[config.mk]
export PLATFORM = sky130hd
export DESIGN_NAME = ysyx_22040750_clint
export DESIGN_NICKNAME = d
export VERILOG_FILES = /design/src/rtl/ysyx_22040750_clint_pkg.sv /design/src/rtl/ysyx_22040750_clint_timer.sv /design/src/rtl/ysyx_22040750_clint.sv
export SDC_FILE = /design/constraint.sdc
export NUM_CORES = 1
export LEC_CHECK = 0
export ABC_AREA = 1
export CAP_MARGIN = 20
export CORE_MARGIN = 2
export CORE_UTILIZATION = 60
export CTS_CLUSTER_DIAMETER = 60
export DETAILED_ROUTE_END_ITERATION = 10
export HOLD_SLACK_MARGIN = 0.06
export MAX_ROUTING_LAYER = met4
export PLACE_DENSITY_LB_ADDON = 0.05
export REMOVE_ABC_BUFFERS = 1
export SLEW_MARGIN = 20
export SYNTH_ARGS = -nofsm -noshare
export SYNTH_HDL_FRONTEND = slang
export SYNTH_SLANG_ARGS = --single-unit
[constraint.sdc]
create_clock -name I_clk -period 5.49 [get_ports I_clk]
set_input_delay 1.098 -clock I_clk [delete_from_list [all_inputs] [get_ports I_clk]]
set_output_delay 1.098 -clock I_clk [all_outputs]
set_load 0.02 [all_outputs]
[src/rtl/ysyx_22040750_clint_pkg.sv]
// Shared constants for the CLINT: register offsets, default window base,
// read/write FSM encodings and the byte-strobe merge helper.
package ysyx_22040750_clint_pkg;

    localparam logic [15:0] CLINT_MSIP_OFS     = 16'h0000;
    localparam logic [15:0] CLINT_MTIMECMP_OFS = 16'h4000;
    localparam logic [15:0] CLINT_MTIME_OFS    = 16'hBFF8;

    localparam logic [31:0] CLINT_BASE_ADDR    = 32'h0200_0000;

    localparam logic [0:0] R_IDLE = 1'b0;
    localparam logic [0:0] R_DATA = 1'b1;
    localparam logic [0:0] W_IDLE = 1'b0;
    localparam logic [0:0] W_RESP = 1'b1;

    function automatic logic [63:0] strb_merge(input logic [63:0] old_v,
                                               input logic [63:0] new_v,
                                               input logic [7:0]  strb);
        logic [63:0] res;
        res = old_v;
        for (int b = 0; b < 8; b++) begin
            if (strb[b]) res[b*8 +: 8] = new_v[b*8 +: 8];
            else         res[b*8 +: 8] = old_v[b*8 +: 8];
        end
        return res;
    endfunction

    function automatic logic lane_is(input logic [12:0] lane, input logic [15:0] ofs);
        return lane == ofs[15:3];
    endfunction

endpackage

[src/rtl/ysyx_22040750_clint_timer.sv]
// mtime/mtimecmp block: prescaler, byte-strobed register writes and the
// registered mtime >= mtimecmp compare that drives the timer interrupt.
module ysyx_22040750_clint_timer
    import ysyx_22040750_clint_pkg::*;
#(
    parameter int TICK_DIV = 1
) (
    input  logic        clk,
    input  logic        rst_n,
    input  logic        wr_time,
    input  logic        wr_cmp,
    input  logic [63:0] wdata,
    input  logic [7:0]  wstrb,
    output logic [63:0] mtime,
    output logic [63:0] mtimecmp,
    output logic        mtip
);

    localparam logic [15:0] DIV_LAST = 16'(TICK_DIV - 1);

    logic [15:0] presc_r;
    logic [63:0] mtime_r;
    logic [63:0] mtimecmp_r;
    logic        mtip_r;
    logic        tick_s;

    assign tick_s = (presc_r == DIV_LAST);

    // prescaler counting 0..TICK_DIV-1
    always_ff @(posedge clk or negedge rst_n) begin
        if (!rst_n)      presc_r <= 16'h0000;
        else if (tick_s) presc_r <= 16'h0000;
        else             presc_r <= presc_r + 16'h0001;
    end

    // mtime: a software write overrides a coincident tick
    always_ff @(posedge clk or negedge rst_n) begin
        if (!rst_n)       mtime_r <= 64'h0;
        else if (wr_time) mtime_r <= strb_merge(mtime_r, wdata, wstrb);
        else if (tick_s)  mtime_r <= mtime_r + 64'h1;
        else              mtime_r <= mtime_r;
    end

    // mtimecmp write port
    always_ff @(posedge clk or negedge rst_n) begin
        if (!rst_n)      mtimecmp_r <= 64'hFFFF_FFFF_FFFF_FFFF;
        else if (wr_cmp) mtimecmp_r <= strb_merge(mtimecmp_r, wdata, wstrb);
        else             mtimecmp_r <= mtimecmp_r;
    end

    // registered unsigned compare of the current register contents
    always_ff @(posedge clk or negedge rst_n) begin
        if (!rst_n) mtip_r <= 1'b0;
        else        mtip_r <= (mtime_r >= mtimecmp_r);
    end

    assign mtime    = mtime_r;
    assign mtimecmp = mtimecmp_r;
    assign mtip     = mtip_r;

endmodule

[src/rtl/ysyx_22040750_clint.sv]
// CLINT AXI4-Lite slave: independent read/write FSMs, msip, and the timer block.
// msip is implemented only when YSYX_22040750_CLINT_MSIP_EN is defined.
module ysyx_22040750_clint
    import ysyx_22040750_clint_pkg::*;
#(
    parameter int          TICK_DIV  = 1,
    parameter logic [31:0] BASE_ADDR = CLINT_BASE_ADDR
) (
    input  logic        I_clk,
    input  logic        I_rst,
    input  logic [31:0] I_araddr,
    input  logic        I_arvalid,
    output logic        O_arready,
    output logic [63:0] O_rdata,
    output logic        O_rvalid,
    input  logic        I_rready,
    input  logic [31:0] I_awaddr,
    input  logic        I_awvalid,
    output logic        O_awready,
    input  logic [63:0] I_wdata,
    input  logic [7:0]  I_wstrb,
    input  logic        I_wvalid,
    output logic        O_wready,
    output logic        O_bvalid,
    input  logic        I_bready,
    output logic        O_mtip,
    output logic        O_msip
);

    logic [0:0]  rstate_r;
    logic [0:0]  wstate_r;
    logic [63:0] rdata_r;
    logic [63:0] rd_mux_s;
    logic [63:0] mtime_s;
    logic [63:0] mtimecmp_s;
    logic        msip_s;
    logic        ar_win_s;
    logic        aw_win_s;
    logic        aw_fire_s;
    logic [12:0] ar_lane_s;
    logic [12:0] aw_lane_s;

    assign ar_win_s  = (I_araddr[31:16] == BASE_ADDR[31:16]);
    assign aw_win_s  = (I_awaddr[31:16] == BASE_ADDR[31:16]);
    assign ar_lane_s = I_araddr[15:3];
    assign aw_lane_s = I_awaddr[15:3];
    assign aw_fire_s = (wstate_r == W_IDLE) & I_awvalid & I_wvalid;

    // read data mux over the current (pre-write) register values
    always_comb begin
        rd_mux_s = 64'h0;
        if (!ar_win_s)                                 rd_mux_s = 64'h0;
        else if (lane_is(ar_lane_s, CLINT_MSIP_OFS))     rd_mux_s = {63'h0, msip_s};
        else if (lane_is(ar_lane_s, CLINT_MTIMECMP_OFS)) rd_mux_s = mtimecmp_s;
        else if (lane_is(ar_lane_s, CLINT_MTIME_OFS))    rd_mux_s = mtime_s;
        else                                           rd_mux_s = 64'h0;
    end

    // read FSM; data is captured on the ar handshake and held until rready
    always_ff @(posedge I_clk or negedge I_rst) begin
        if (!I_rst) begin
            rstate_r <= R_IDLE;
            rdata_r  <= 64'h0;
        end else begin
            case (rstate_r)
                R_IDLE: begin
                    if (I_arvalid) begin
                        rstate_r <= R_DATA;
                        rdata_r  <= rd_mux_s;
                    end
                end
                R_DATA: begin
                    if (I_rready) rstate_r <= R_IDLE;
                end
                default: rstate_r <= R_IDLE;
            endcase
        end
    end

    // write FSM; aw and w are only accepted together
    always_ff @(posedge I_clk or negedge I_rst) begin
        if (!I_rst) begin
            wstate_r <= W_IDLE;
        end else begin
            case (wstate_r)
                W_IDLE:  if (aw_fire_s) wstate_r <= W_RESP;
                W_RESP:  if (I_bready)  wstate_r <= W_IDLE;
                default: wstate_r <= W_IDLE;
            endcase
        end
    end

`ifdef YSYX_22040750_CLINT_MSIP_EN
    logic msip_r;
    logic wr_msip_s;

    assign wr_msip_s = aw_fire_s & aw_win_s & lane_is(aw_lane_s, CLINT_MSIP_OFS);

    // msip bit 0, byte lane 0 only
    always_ff @(posedge I_clk or negedge I_rst) begin
        if (!I_rst)                       msip_r <= 1'b0;
        else if (wr_msip_s && I_wstrb[0]) msip_r <= I_wdata[0];
        else                              msip_r <= msip_r;
    end

    assign msip_s = msip_r;
`else
    assign msip_s = 1'b0;
`endif

    ysyx_22040750_clint_timer #(
        .TICK_DIV (TICK_DIV)
    ) u_timer (
        .clk      (I_clk),
        .rst_n    (I_rst),
        .wr_time  (aw_fire_s & aw_win_s & lane_is(aw_lane_s, CLINT_MTIME_OFS)),
        .wr_cmp   (aw_fire_s & aw_win_s & lane_is(aw_lane_s, CLINT_MTIMECMP_OFS)),
        .wdata    (I_wdata),
        .wstrb    (I_wstrb),
        .mtime    (mtime_s),
        .mtimecmp (mtimecmp_s),
        .mtip     (O_mtip)
    );

    assign O_arready = (rstate_r == R_IDLE);
    assign O_rvalid  = (rstate_r == R_DATA);
    assign O_rdata   = rdata_r;
    assign O_awready = aw_fire_s;
    assign O_wready  = aw_fire_s;
    assign O_bvalid  = (wstate_r == W_RESP);
    assign O_msip    = msip_s;

endmodule

==> flow_summary.ini <==
[detailed_routing]
drc = 0
highest_layer = met4
antenna_left = 0
met1_length_mm = 19.46
viasPerCell = 5.692
met3_length_mm = 3.978
routed-wl-met2_mm = 21.63
firstDrtPassIters = 6
first_iter_violations = 1430
wl_per_cell_um = 17.57
routed_wl_mm = 47.05
vias = 15240

[floorplan]
die-area_um2 = 24950
io_pins = 214
die_x_um = 158.0
rows = 56
start_util_pct = 60.78
coreArea_um2 = 23400
die_h_um = 158.0

[power_and_ir_drop]
combPwrFrac_pct = 6.8
vdd_drop_max_v = 0.0002898
p_per_area_nw_per_um2 = 195.5
p_switching_uw = 776.8
leakage_nw = 8.268
p_clk_share_pct = 47.1
fin_total_pwr_mw = 3.388
internal-power_mw = 2.611
seqPwrFrac_pct = 46.1
p_sw_share_pct = 22.93

[logic_synthesis]
yosysSeqAreaShare_pct = 37.68
ys_types = 35
yosys-top-cells-area = dfrtp_1, nand2_1, dfstp_2, nand3_1, inv_1
netlist_area_um2 = 14220
synthCells = 2161
synth_top_area_cell = dfrtp_1
synth_top_area_share_pct = 25.86
ys_ff_latch = 211
syn_avg_cell_area_um2 = 6.582
ys_warn_count = 0

[clock_tree]
hold_buffers = 0
clock_latency_ns = 0.53
cts_tree = built
clkSlewWorstSetupHoldPaths_ns = 0.06
h-tree-depth = 1
root_buffer = clkbuf_16
postCtsSetupBuffers = 0
cts_sinks = 211
cts_made_buffers = 24
post_cts_resized = 0
clockBufferDepth = 3

[timing]
fin_crit_ns = 3.727
worstMarginPinSlew_ns = 1.168
finalMaxSlewViolations = 0
worst_slack_ns = 1.763
fin_tns_setup_ns = 0
setup_viol = 0
fin_skew_ns = 0.01635
maxSlewHeadroom_pct = 21.56
max_freq_mhz = 268.3
fin_crit_sh_pct = 67.89
hold_viol_final = 0
rsz0062_at_grt = no

[global_route]
overflow = 0
grt_pass1_vias = 14730
grt.total_usage_pct = 39.14
grt_pass1_wl_mm = 74.53
antenna_found_initial = 1
grt_max_degree = 109

[worst_setup_path]
critPathKind = in2reg
start_kind = input port
r2r_setup_slack_ns = 2.38
r2r-end = u_timer.mtime[36]$_DFFE_PN0P_
reg2reg_from = u_timer.mtime[0]$_DFFE_PN0P_
cp_max_fo = 45
rr_worst_depth = 10
arrival_ns = 4.14
worstSetupEndpointType = register
cp.required_ns = 5.90

[place]
gp_congestion = 0.9875
place_ws_ns = 1.359
dp_hpwl_mm = 34.32
port_buffers = 206

[finish]
nets = 2551
final_util_pct = 74.07
syn_to_final_growth_pct = 21.87
drive_above_1_share_pct = 5.513

[flow_run]
max_cap_violations = 0

[worst_hold_path]
hp-class = reg2reg
holdPathEnd = O_rdata[33]$_DFFE_PN0P_
hold-path-cell-count = 2
hp-start = O_rdata[33]$_DFFE_PN0P_

[outcome]
outcome = finished clean
==> worst max-delay path: stages <==
cell and delay (ns):
clkdlybuf4s50_1 0.45, nor2_1 0.12, nand2_1 0.06, nor2_1 0.17, nand2_1 0.08, nor2_1 0.64, nand2_1 0.16, buf_4 0.35
inv_1 0.66, nand2_1 0.12, nand3_1 0.15, nand2_1 0.07
==> per-stage QoR <==
| step | hold slack [ns] | cell area [um2] | std cells |
|---|---|---|---|
| floorplan | 0.4416 | 13940 | 2096 |
| global placement | 0.4595 | 16550 | 2634 |
| detailed placement | 0.4638 | 16550 | 2634 |
| CTS | 0.4798 | 17330 | 2677 |
| global route | 0.5002 | 17330 | 2678 |
| finish | 0.4747 | 17330 | 2678 |
==> power by group through the flow <==
stage	clock network, mW	logic (mW)	registers (mW)
finish	1.60	0.231	1.56
global route	1.66	0.249	1.56
CTS	1.60	0.230	1.56
detailed placement	0	0.228	1.59
global placement	0	0.222	1.59
floorplan	0	0.0506	1.59
==> logic make-up after synthesis <==
| logic type | Yosys count | synth area share, % |
|---|---|---|
| simple gates | 1376 | 40.23 |
| xor+xnor | 29 | 1.786 |
| fa+ha+maj | 67 | 5.894 |
| other cells | 1 | 0.02636 |
| compound gates | 164 | 5.876 |
| buf+inv | 313 | 8.506 |
| flops | 211 | 37.68 |
==> layout make-up <==
class	count	area, um2
clock inverter	7	63.81
multi-input combinational	1637	7684
timing repair buffer	219	2176
sequential	211	5360
inverter	248	932.1
antenna	1	2.502
fill	1746	6068
tap	319	399.1
clock buffer	36	716.9
==> flip-flops by register name (all words and copies together) (netlist names) <==
| name | flops |
|---|---|
| O_bvalid | 1 |
| O_rdata | 64 |
| O_rvalid | 1 |
| u_timer.mtime | 64 |
| u_timer.mtimecmp | 64 |
| u_timer.mtip | 1 |
| u_timer.presc_r | 16 |
==> routing by layer <==
metal,up-vias,GRT usage [%]
met2,791,62.55
met5,-,-
met4,0,15.44
met1,7088,50.65
met3,136,5.475
li1,7227,-
==> cell usage in the layout (no fill, tap or decap), types with 8 or more instances in the layout <==
master           Yosys  routed
nand2_1            818     817
nand3_1            292     292
inv_1              247     247
clkdlybuf4s50_1      0     205
nor2_1             204     203
dfrtp_1            147     147
o21ai_0            129     129
ha_1                67      67
dfstp_2             64      64
nand4_1             29      29
a21oi_1             29      29
clkbuf_16            0      25
xor2_1              18      18
buf_4                4      12
xnor2_1             11      11
nand3b_1            10      10
nor3_1               8       8
==> synth_stat cells (all sizes together) <==
master,count
a21o,3
a21oi,29
and2,1
buf,31
clkbuf,34
conb,1
dfrtp,147
dfstp,64
ha,67
inv,248
nand2,819
nand3,292
nand3b,10
nand4,29
nor2,207
nor3,9
nor3b,1
nor4,4
nor4b,1
o21a,1
o21ai,129
o21bai,1
o31ai,1
or2,3
xnor2,11
xor2,18
==> worst max path at each step <==
stage | start | end | depth (start not counted)
final | I_awaddr[16] | u_timer.mtime[34]$_DFFE_PN0P_ | 12
after global routing | I_awaddr[16] | u_timer.mtime[44]$_DFFE_PN0P_ | 12
after floorplan | I_araddr[15] | O_rdata[0]$_DFFE_PN0P_ | 6
after detailed placement | I_awaddr[16] | u_timer.mtime[34]$_DFFE_PN0P_ | 12
after CTS | I_awaddr[16] | u_timer.mtime[34]$_DFFE_PN0P_ | 12
after global placement | I_awaddr[18] | u_timer.mtime[32]$_DFFE_PN0P_ | 12
Power figures use the tool's default switching activity.
